## src/rtl/branch_pc_sequencer.sv

```systemverilog
// PC owner for the 5-stage MIPS core: next-PC selection, squash flushes,
// post-redirect branch shadow, HALT handling and saturating branch statistics.
module branch_pc_sequencer #(
    parameter int              PC_W     = 32,
    parameter logic [PC_W-1:0] RESET_PC = '0,
    parameter int              SHADOW   = 2,
    parameter int              CNT_W    = 16
) (
    input  logic             clock,
    input  logic             reset_n,
    input  logic             stall,
    input  logic             halt,
    input  logic             resume,
    input  logic             id_jump,
    input  logic [PC_W-1:0]  id_jump_target,
    input  logic             ex_branch,
    input  logic             ex_bne,
    input  logic             ex_zero,
    input  logic [PC_W-1:0]  ex_target,
    output logic [PC_W-1:0]  pc,
    output logic [1:0]       pc_src,
    output logic             flush_ifid,
    output logic             flush_idex,
    output logic             halted,
    output logic [CNT_W-1:0] cnt_branch,
    output logic [CNT_W-1:0] cnt_taken
);

    localparam int SH_W = (SHADOW < 1) ? 1 : $clog2(SHADOW + 1);

    localparam logic [1:0] SRC_SEQ    = 2'd0;
    localparam logic [1:0] SRC_BRANCH = 2'd1;
    localparam logic [1:0] SRC_JUMP   = 2'd2;
    localparam logic [1:0] SRC_HOLD   = 2'd3;

    typedef enum logic [1:0] {S_RUN, S_SHADOW, S_HALT} state_e;

    state_e            state_q, state_d;
    logic [SH_W-1:0]   shd_q, shd_d;
    logic [PC_W-1:0]   pc_q, pc_d;
    logic [CNT_W-1:0]  cnt_branch_q, cnt_branch_d;
    logic [CNT_W-1:0]  cnt_taken_q, cnt_taken_d;
    logic [1:0]        src_c;
    logic              br_valid;
    logic              taken;

    assign br_valid = ex_branch & (shd_q == '0) & (state_q != S_HALT);
    assign taken    = br_valid & (ex_zero ^ ex_bne);

    always_ff @(posedge clock or negedge reset_n) begin
        if (!reset_n) begin
            state_q      <= S_RUN;
            shd_q        <= '0;
            pc_q         <= RESET_PC;
            cnt_branch_q <= '0;
            cnt_taken_q  <= '0;
        end else begin
            state_q      <= state_d;
            shd_q        <= shd_d;
            pc_q         <= pc_d;
            cnt_branch_q <= cnt_branch_d;
            cnt_taken_q  <= cnt_taken_d;
        end
    end

    // Taken beats halt: the redirect lands and halt is retried next cycle.
    always_comb begin
        state_d = state_q;
        shd_d   = shd_q;
        if (state_q == S_HALT) begin
            shd_d = '0;
            if (resume) state_d = S_RUN;
        end else begin
            if (shd_q != '0) shd_d = shd_q - 1'b1;
            state_d = (shd_d != '0) ? S_SHADOW : S_RUN;
            if (taken) begin
                shd_d   = SH_W'(SHADOW);
                state_d = (SHADOW > 0) ? S_SHADOW : S_RUN;
            end else if (halt) begin
                shd_d   = '0;
                state_d = S_HALT;
            end
        end
    end

    always_comb begin
        src_c        = SRC_SEQ;
        pc_d         = pc_q;
        cnt_branch_d = cnt_branch_q;
        cnt_taken_d  = cnt_taken_q;
        if (state_q == S_HALT)  src_c = SRC_HOLD;
        else if (taken)         src_c = SRC_BRANCH;
        else if (stall)         src_c = SRC_HOLD;
        else if (id_jump)       src_c = SRC_JUMP;
        case (src_c)
            SRC_BRANCH: pc_d = ex_target;
            SRC_JUMP:   pc_d = id_jump_target;
            SRC_SEQ:    pc_d = pc_q + PC_W'(4);
            default:    pc_d = pc_q;
        endcase
        // Stall does not suppress counting; the branch did resolve this cycle.
        if (br_valid && cnt_branch_q != '1) cnt_branch_d = cnt_branch_q + 1'b1;
        if (taken && cnt_taken_q != '1)     cnt_taken_d  = cnt_taken_q + 1'b1;
    end

    // Decode-side outputs are forced quiet while reset is asserted.
    assign pc_src     = reset_n ? src_c : SRC_SEQ;
    assign flush_idex = reset_n & taken;
    assign flush_ifid = reset_n & (taken | (id_jump & ~stall & (state_q != S_HALT)));
    assign pc         = pc_q;
    assign halted     = (state_q == S_HALT);
    assign cnt_branch = cnt_branch_q;
    assign cnt_taken  = cnt_taken_q;

endmodule

```

## config.mk

```make
export PLATFORM = sky130hd
export DESIGN_NAME = branch_pc_sequencer
export DESIGN_NICKNAME = d
export VERILOG_FILES = /design/src/rtl/branch_pc_sequencer.sv
export SDC_FILE = /design/constraint.sdc
export NUM_CORES = 1
export LEC_CHECK = 0
export CAP_MARGIN = 30
export CORE_AREA = 2 2 86 121
export CTS_CLUSTER_DIAMETER = 30
export CTS_CLUSTER_SIZE = 8
export DETAILED_ROUTE_END_ITERATION = 7
export DIE_AREA = 0 0 88 123
export GPL_TIMING_DRIVEN = 1
export PLACE_DENSITY = 0.81
export SLEW_MARGIN = 40
export SYNTH_ARGS = -nofsm -noshare
export SYNTH_HDL_FRONTEND = slang
export SYNTH_SLANG_ARGS = --single-unit
```

## constraint.sdc

```tcl
create_clock -name clock -period 7.5 [get_ports clock]
set_input_delay 1.125 -clock clock [delete_from_list [all_inputs] [get_ports clock]]
set_output_delay 1.125 -clock clock [all_outputs]
set_load 0.005 [all_outputs]
```

== Yosys cells after proc, flatten, opt, wreduce, memory -nomap -nowiden ==
Index checks and enable logic that the tools add are counted.
Operators by class
  $add $sub $neg: 4
  equality and inequality tests: 7
  muxes and demuxes: 16
  bitwise gates (word level): 10
  reduce and logical (&&, ||, !) cells: 7
Operator list (number)
  $pmux W32 S3: 1
  $add A16 B1 Y16 const B: 2
  $add A32 B3 Y32 const B: 1
  $ne A16 B16 Y1 const B: 2
  $mux W2: 14
  $and A1 B1 Y1: 7
  $eq A2 B2 Y1 const B: 2
  $logic_not A2 Y1: 2
  $ne A2 B2 Y1 const B: 2
  $reduce_bool A2 Y1: 2
  $reduce_bool A3 Y1: 1
  $eq A2 B1 Y1 const B: 1
  $logic_and A1 B1 Y1: 2
  $sub A2 B1 Y2 const B: 1
  $mux W1: 1
  $not A1 Y1: 1
  $or A1 B1 Y1: 1
  $xor A1 B1 Y1: 1
Word-level totals
  register bits after elaboration: 68
  word-level logic and storage cells: 49

== Depth between registers and ports, before layout ==
Gate-level depths: netlist of run 1.
  depth in word-level cells: 8
  mapped depth: 14
  depth with buffers taken out: 11

== Worst setup path after synthesis of run 1 ==
No wires, ideal clock.
  path type: input to register
  from: input port ex_bne
  to: register pc_q[27], in the netlist pc[27]
  data arrival time: 3.189 ns
  slack: 4.228 ns
  stages: 12
  path buffers: 4
  cell sequence: xor2_1 -> a211o_1 -> inv_2 -> buf_4 -> buf_2 -> ha_1 -> clkbuf_1 -> clkbuf_1 -> nand2_1 -> a31oi_1 -> a41oi_1 -> o22ai_1
On the way
  cells in the longest elaborated chain, start to end: 6
  elaborated cells between the ends (all ways): 9
  classes of those cells: eq/ne: 2; mux: 3; bitwise: 2; reduce/logical: 2
RTL lines
  start: declaration: RTL line 17  | input logic ex_bne,
  $xor A1 B1 Y1 *: RTL line 48  | assign taken = br_valid & (ex_zero ^ ex_bne);
  $and A1 B1 Y1 *: RTL line 48
  $mux W2 *: RTL line 92  | else if (taken) src_c = SRC_BRANCH;
  $mux W2 *: RTL line 91  | if (state_q == S_HALT) src_c = SRC_HOLD;
  $eq A2 B2 Y1, or another cell as far along: RTL line 95  | case (src_c)
  $pmux W32 S3 / $reduce_bool A3 Y1 (equally long branches)
  end signal: assignment: RTL line 60  | pc_q <= pc_d;
  end: declaration: RTL line 40  | logic [PC_W-1:0] pc_q, pc_d;
Every way passes the cells marked *; elsewhere a longest branch is shown, timed or not.
A chain may end at the register's enable or synchronous reset.

== Worst setup path in the final report of run 1 ==
  from: input port ex_branch
  to: register pc_q[20], in the netlist pc[20]
On the way
  cells in the longest elaborated chain, start to end: 7
  elaborated cells between the ends (all ways): 10
  classes of those cells: eq/ne: 2; mux: 3; bitwise: 3; reduce/logical: 2
RTL lines
  start: declaration: RTL line 16  | input logic ex_branch,
  $and A1 B1 Y1 * (2 in a row): RTL line 47  | assign br_valid = ex_branch & (shd_q == '0) & (state_q != S_HALT);
  $and A1 B1 Y1 *: RTL line 48
  $mux W2 *: RTL line 92
  $mux W2 *: RTL line 91
  $eq A2 B2 Y1, or another cell as far along: RTL line 95
  $pmux W32 S3 / $reduce_bool A3 Y1 (equally long branches)
Marks and branches as above.

==> results of run 1 <==
==> worst max-delay path, delay by kind of cell <==
kind	cells	cell delay (ns)
buffers and inverters	3	1.46
and+or+nand+nor	3	0.74
muxes	1	0.11
AOI/OAI and AO/OA	3	0.55
adders and majority gates	1	0.66
==> registers in the layout, indices dropped and copies added (netlist names) <==
register	flops
cnt_branch	16
cnt_taken	16
pc	32
shd_q	2
state_q	2
==> path summary, 6_finish.rpt <==
kind / cells after the start / to / start
min in group asynchronous: 1 / cnt_taken[0] / reset_n
worst min-delay path: 1 / cnt_taken[10] / cnt_taken[10]
max in group asynchronous: 2 / pc[0] / reset_n
worst max register to register: 10 / pc[20] / shd_q[0]
worst min register to register: 1 / cnt_taken[10] / cnt_taken[10]
worst max-delay path: 11 / pc[20] / ex_branch
==> routing by layer <==
layer  track usage [%]  wire, µm  part of all wire (%)
met1              29.2      5030                    39
met2              40.2      6570                    51
met3              2.67       716                   5.6
met4              11.9       444                   3.5
met5                 0         0                     0
==> power breakdown <==
part | total [mW] | internal, mW | switching (mW)
Combinational | 0.728 | 0.400 | 0.328
Clock | 0.453 | 0.291 | 0.162
Sequential | 0.683 | 0.488 | 0.196
==> metrics by stage <==
stage / power [mW] / util (%) / hold slack, ns
floorplan: 0.996 / - / 0.460
global placement: 1.37 / 59.2 / 0.474
detailed placement: 1.41 / 59.5 / 0.474
CTS: 1.87 / 62.8 / 0.487
global route: 1.97 / 62.8 / 0.512
finish: 1.86 / 62.8 / 0.481
==> kinds of logic (layout without fill, tap and decap cells) <==
family	Yosys count	count (layout)	share of synthesized area [%]
flip-flops	68	68	39.6
AND/OR/NAND/NOR	215	215	27.3
buffers and inverters	41	173	3.93
AO/OA/AOI/OAI	113	113	18.0
XOR/XNOR	35	35	7.14
adder cells (fa/ha/maj)	6	6	1.75
multiplexers	9	9	2.19
==> cell type report <==
class / instances / area, µm²
clock buffer: 10 / 229
clock inverter: 6 / 88.8
fill: 804 / 3630
inverter: 14 / 53.8
multi-input combinational: 378 / 2450
sequential: 68 / 1700
tap: 135 / 169
timing repair buffer: 143 / 1420
==> layout by cell type, fill, tap and decap left out, types with 6 or more instances in the layout <==
cell type / count
o211ai_1: 6
and3_1: 13
a21oi_1: 17
a31oi_1: 10
o21ai_1: 13
nand4_1: 21
a211o_1: 7
inv_1: 12
nor2_1: 41
a221oi_1: 10
nand3_1: 34
clkbuf_16: 9
nor3_1: 9
xnor2_1: 17
clkdlybuf4s50_1: 140
xor2_1: 18
mux2i_1: 6
and2_1: 7
dfrtp_1: 68
nand2_1: 49
o21ai_0: 23
==> flow_summary_export.csv, run 1 <==
group,metric,value,unit
synth,synth_edf_count,0,
place,post_dp_cell_area,5790,µm²
final_layout,finalNetCount,693,
place,dp.final_hpwl,9090,µm
sta,fin_crit_sh,59.2,%
synth,synth.top_cell.area_share,39.6,%
grt,grt_max_degree,56,
critical_path,startpoint_type,"input pin",
power_and_ir_drop,p_leak,2.52,nW
grt,grt_pass1_vias,4292,
final_layout,layout-drive-gt1-share,5.98,%
routing,drt_iter0_markers,258,
synth,synth_area,4290,µm²
final_layout,finalInstanceArea,6110,µm²
clocking,post_cts_buffers,0,
critical_path,worst-path-max-fanout,55,
final_layout,synthToLayoutAreaGrowth,42.4,%
sta,rsz0062_at_grt,"false",
sta,setup_viol,0,
power_and_ir_drop,ir_drop,0.000161,V
sta,slew_viol_final,0,
grt,antenna_found_initial,0,
clocking,cts_made_buffers,9,
synth,netlist_instances,487,
die,io_pins,142,
sta,finalHoldViolCount,0,
routing,viasPerCell,5.77,
sta,slew_headroom,55.2,%
synth,synth_most_common_cell,"dfrtp_1",
place,dp.cells,738,
die,core,9740,µm²
synth,ys_types,60,
die,rows,43,
sta,tightestPinTransition,0.671,ns
routing,routedWlPerCell,16.9,µm
synth,synthTopCellsByCount,"dfrtp_1, nand2_1, nor2_1",
clocking,clkLatencyLatePin,0.33,ns
power_and_ir_drop,power.density,305,nW/µm²
final_layout,diodes,0,
routing,vias,4347,
critical_path,crit_type,"input pin to register",
synth,ys.flop_type,"dfrtp_1",
die,die-area,10800,µm²
critical_path,cp.required,7.71,ns
synth,async_reset_ff_share,100,%
status,status,"finished, final reports clean",
clocking,htree_levels,3,
sta,setup_ws,3.06,ns
critical_path,end_kind,"register",
job,maxCapViolCount,0,
synth,yosys_warnings,0,
synth,yosysSeqAreaShare,39.6,%
place,post-place-ws,2.74,ns
critical_path,arrival,4.66,ns
synth,syn_nets,566,
routing,drc_errors,0,
sta,tns,0,ns
routing,first_pass_iters,5,
clocking,clk_pin_slew_worst_paths,0.06,ns
die,initial_core_util,44.1,%
critical_path,cp_slowest_cell,"ha_2",
synth,synth_top_cell_by_area,"dfrtp_1",
place,gp_congestion,0.865,
clocking,cts_num_sinks,68,
grt,grt_pass1_wl,20200,µm
die,chipWidth,88,µm
clocking,cts_tree,"built",
routing,routed_wl,12800,µm
critical_path,crit_chain,"clkdlybuf4s50_1 > nor3b_2 > a211o_1 > buf_4 > clkinv_2 > ha_2 > nand2b_1 > nor2_1 > o21ai_0 > mux2i_1 > a211o_1",
routing,drtAntennaViolNets,0,
clocking,cts_root_buffer,"clkbuf_16",
grt,grt-ovfl-total,0,
clocking,hold_buffers,0,
clocking,clock_path_buffers,2,
critical_path,max_stage_delay,0.66,ns
synth,syn_area_per_cell,8.81,µm²
critical_path,r2r_setup_slack,3.89,ns
grt,grtUsageTotal,23.6,%
synth,synth_seq_cells,68,
final_layout,final-instance-count-excl-fill,754,
sta,post-route-min-period,4.44,ns
sta,fmax,225,MHz
sta,clock_skew,0.00562,ns
synth,yosys-top-cells-area,"dfrtp_1, nand2_1, nand3_1",
die,chipHeight,123,µm
place,port_buffers,141,
min_path,worstHoldPathType,"register to register",
critical_path,crit_path_frequent_cell,"a211o_1",
clocking,cts_resized,0,
No activity file was read; power rests on OpenSTA's default activity.
==> run 2, diff against run 1 <==
==> constraint.sdc (replaced) <==
create_clock -name clock -period 4.4 [get_ports clock]
set_input_delay 0.66 -clock clock [delete_from_list [all_inputs] [get_ports clock]]
set_output_delay 0.66 -clock clock [all_outputs]
set_load 0.005 [all_outputs]
==> flow_summary_export.csv, run 2 (synthesized netlist as in run 1, its figures left out) <==
group,metric,value,unit
die,chipWidth,88,µm
critical_path,worst-path-max-fanout,32,
grt,grt_max_degree,42,
sta,setup_ws,1.04,ns
critical_path,cp_slowest_cell,"clkdlybuf4s50_1",
routing,routedWlPerCell,17.4,µm
routing,drtAntennaViolNets,0,
clocking,cts_tree,"built",
place,dp.final_hpwl,9520,µm
power_and_ir_drop,clock_power_share,21.4,%
critical_path,r2r_setup_slack,1.55,ns
final_layout,diodes,0,
sta,rsz0062_at_grt,"false",
clocking,htree_levels,3,
critical_path,r2r-start,"shd_q[1]",
sta,tightestPinTransition,0.613,ns
die,die-area,10800,µm²
sta,slew_headroom,58.8,%
routing,drc_errors,0,
power_and_ir_drop,p_switching,1.16,mW
routing,first_pass_iters,5,
place,gp_congestion,0.897,
critical_path,worstRegToRegCells,8,
sta,setup_viol,0,
final_layout,final_cell_mix,"clkdlybuf4s50_1, dfrtp_1, nand2_1",
routing,routed_wl,13200,µm
critical_path,crit_chain,"clkdlybuf4s50_1 > nor3b_2 > a211o_1 > buf_4 > and2_1 > clkdlybuf4s50_1",
power_and_ir_drop,seqPwrFrac,38.0,%
final_layout,layout_commonest_cell,"clkdlybuf4s50_1",
power_and_ir_drop,p_leak,2.53,nW
critical_path,arrival,2.70,ns
grt,grt_pass1_vias,4334,
die,io_pins,142,
clocking,clock_path_buffers,2,
power_and_ir_drop,p_int,1.92,mW
grt,grtUsageTotal,24.2,%
die,core,9740,µm²
critical_path,crit_path_frequent_cell,"clkdlybuf4s50_1",
sta,post-route-min-period,3.36,ns
routing,drt_iter0_markers,325,
clocking,hold_buffers,0,
critical_path,crit_type,"input pin to primary output",
sta,slew_viol_final,0,
final_layout,finalNetCount,699,
routing,viasPerCell,5.95,
grt,grt-ovfl-total,0,
sta,finalHoldViolCount,0,
grt,grt_pass1_wl,20300,µm
critical_path,crit_cells,6,
clocking,cts_root_buffer,"clkbuf_16",
clocking,post_cts_buffers,0,
critical_path,critical-path-top-delay-family,"buffers and inverters",
die,chipHeight,123,µm
sta,fmax,298,MHz
critical_path,critPathBufInv,3,
place,port_buffers,141,
power_and_ir_drop,ir_drop,0.000251,V
clocking,cts_made_buffers,9,
clocking,cts_resized,0,
die,initial_core_util,44.1,%
critical_path,cp.required,3.74,ns
die,rows,43,
sta,tns,0,ns
place,post-place-ws,0.911,ns
min_path,worstHoldPathType,"input pin to async pin",
grt,antenna_found_initial,0,
clocking,clk_pin_slew_worst_paths,0.05,ns
status,status,"finished, final reports clean",
critical_path,r2r_end,"pc[24]",
final_layout,synthToLayoutAreaGrowth,41.8,%
sta,fin_crit_sh,76.3,%
clocking,cts_num_sinks,68,
final_layout,layout-drive-gt1-share,6.27,%
power_and_ir_drop,power_frac_comb,40.7,%
power_and_ir_drop,switching_share,37.7,%
sta,clock_skew,0.00670,ns
job,maxCapViolCount,0,
critical_path,max_stage_delay,0.50,ns
final_layout,largest_reg_flops,32,
power_and_ir_drop,power.density,505,nW/µm²
critical_path,end_kind,"primary output",
critical_path,startpoint_type,"input pin",
routing,vias,4501,
clocking,clkLatencyLatePin,0.33,ns
run 2: cell types whose count changed in the layout (fill, tap and decap cells not counted), sizes merged:
cell | previous run | this run
buf | 3 | 9
bufinv | 2 | 0
clkbuf | 10 | 11
clkinv | 3 | 1
clkinvlp | 2 | 1
inv | 13 | 14
run 2: worst max path at each step:
stage	slack, ns	end	start
5_1_grt	0.95	pc_src[1]	ex_branch
6_report	1.04	pc_src[0]	ex_branch
3_5_place_dp	0.91	pc[24]	ex_branch
2_1_floorplan	1.59	pc[27]	ex_bne
3_3_place_gp	0.98	pc[24]	ex_branch
4_1_cts	1.05	pc_src[1]	ex_branch
run 2: metrics by stage:
stage          std cells  util [%]  hold WS (ns)  area, µm²  total power, mW
2_1_floorplan        487         -         0.364       4290             1.70
3_3_place_gp         744      59.7         0.472       5810             2.35
3_5_place_dp         744      59.8         0.482       5820             2.40
4_1_cts              757      62.5         0.406       6090             3.08
5_1_grt              757      62.5         0.435       6090             3.25
6_report             757      62.5         0.394       6090             3.07
run 2: power groups by stage:
stage	logic, mW	registers [mW]	clock network (mW)
floorplan	0.591	1.11	0
global placement	1.20	1.16	0
detailed placement	1.24	1.17	0
CTS	1.25	1.16	0.666
global route	1.36	1.21	0.691
finish	1.25	1.17	0.656
run 2: routing by layer:
layer	GRT usage, %	share of wire (%)
met2	41.6	52
met1	28.0	38
met3	3.54	6.4
met5	0	0
met4	14.7	4.4
run 2: layout make-up:
type,count,area (µm²)
Multi-Input combinational cell,378,2430
Timing Repair Buffer,149,1470
Tap cell,135,169
Clock buffer,11,253
Fill cell,814,3650
Sequential cell,68,1700
Inverter,14,52.6
Clock inverter,2,12.5
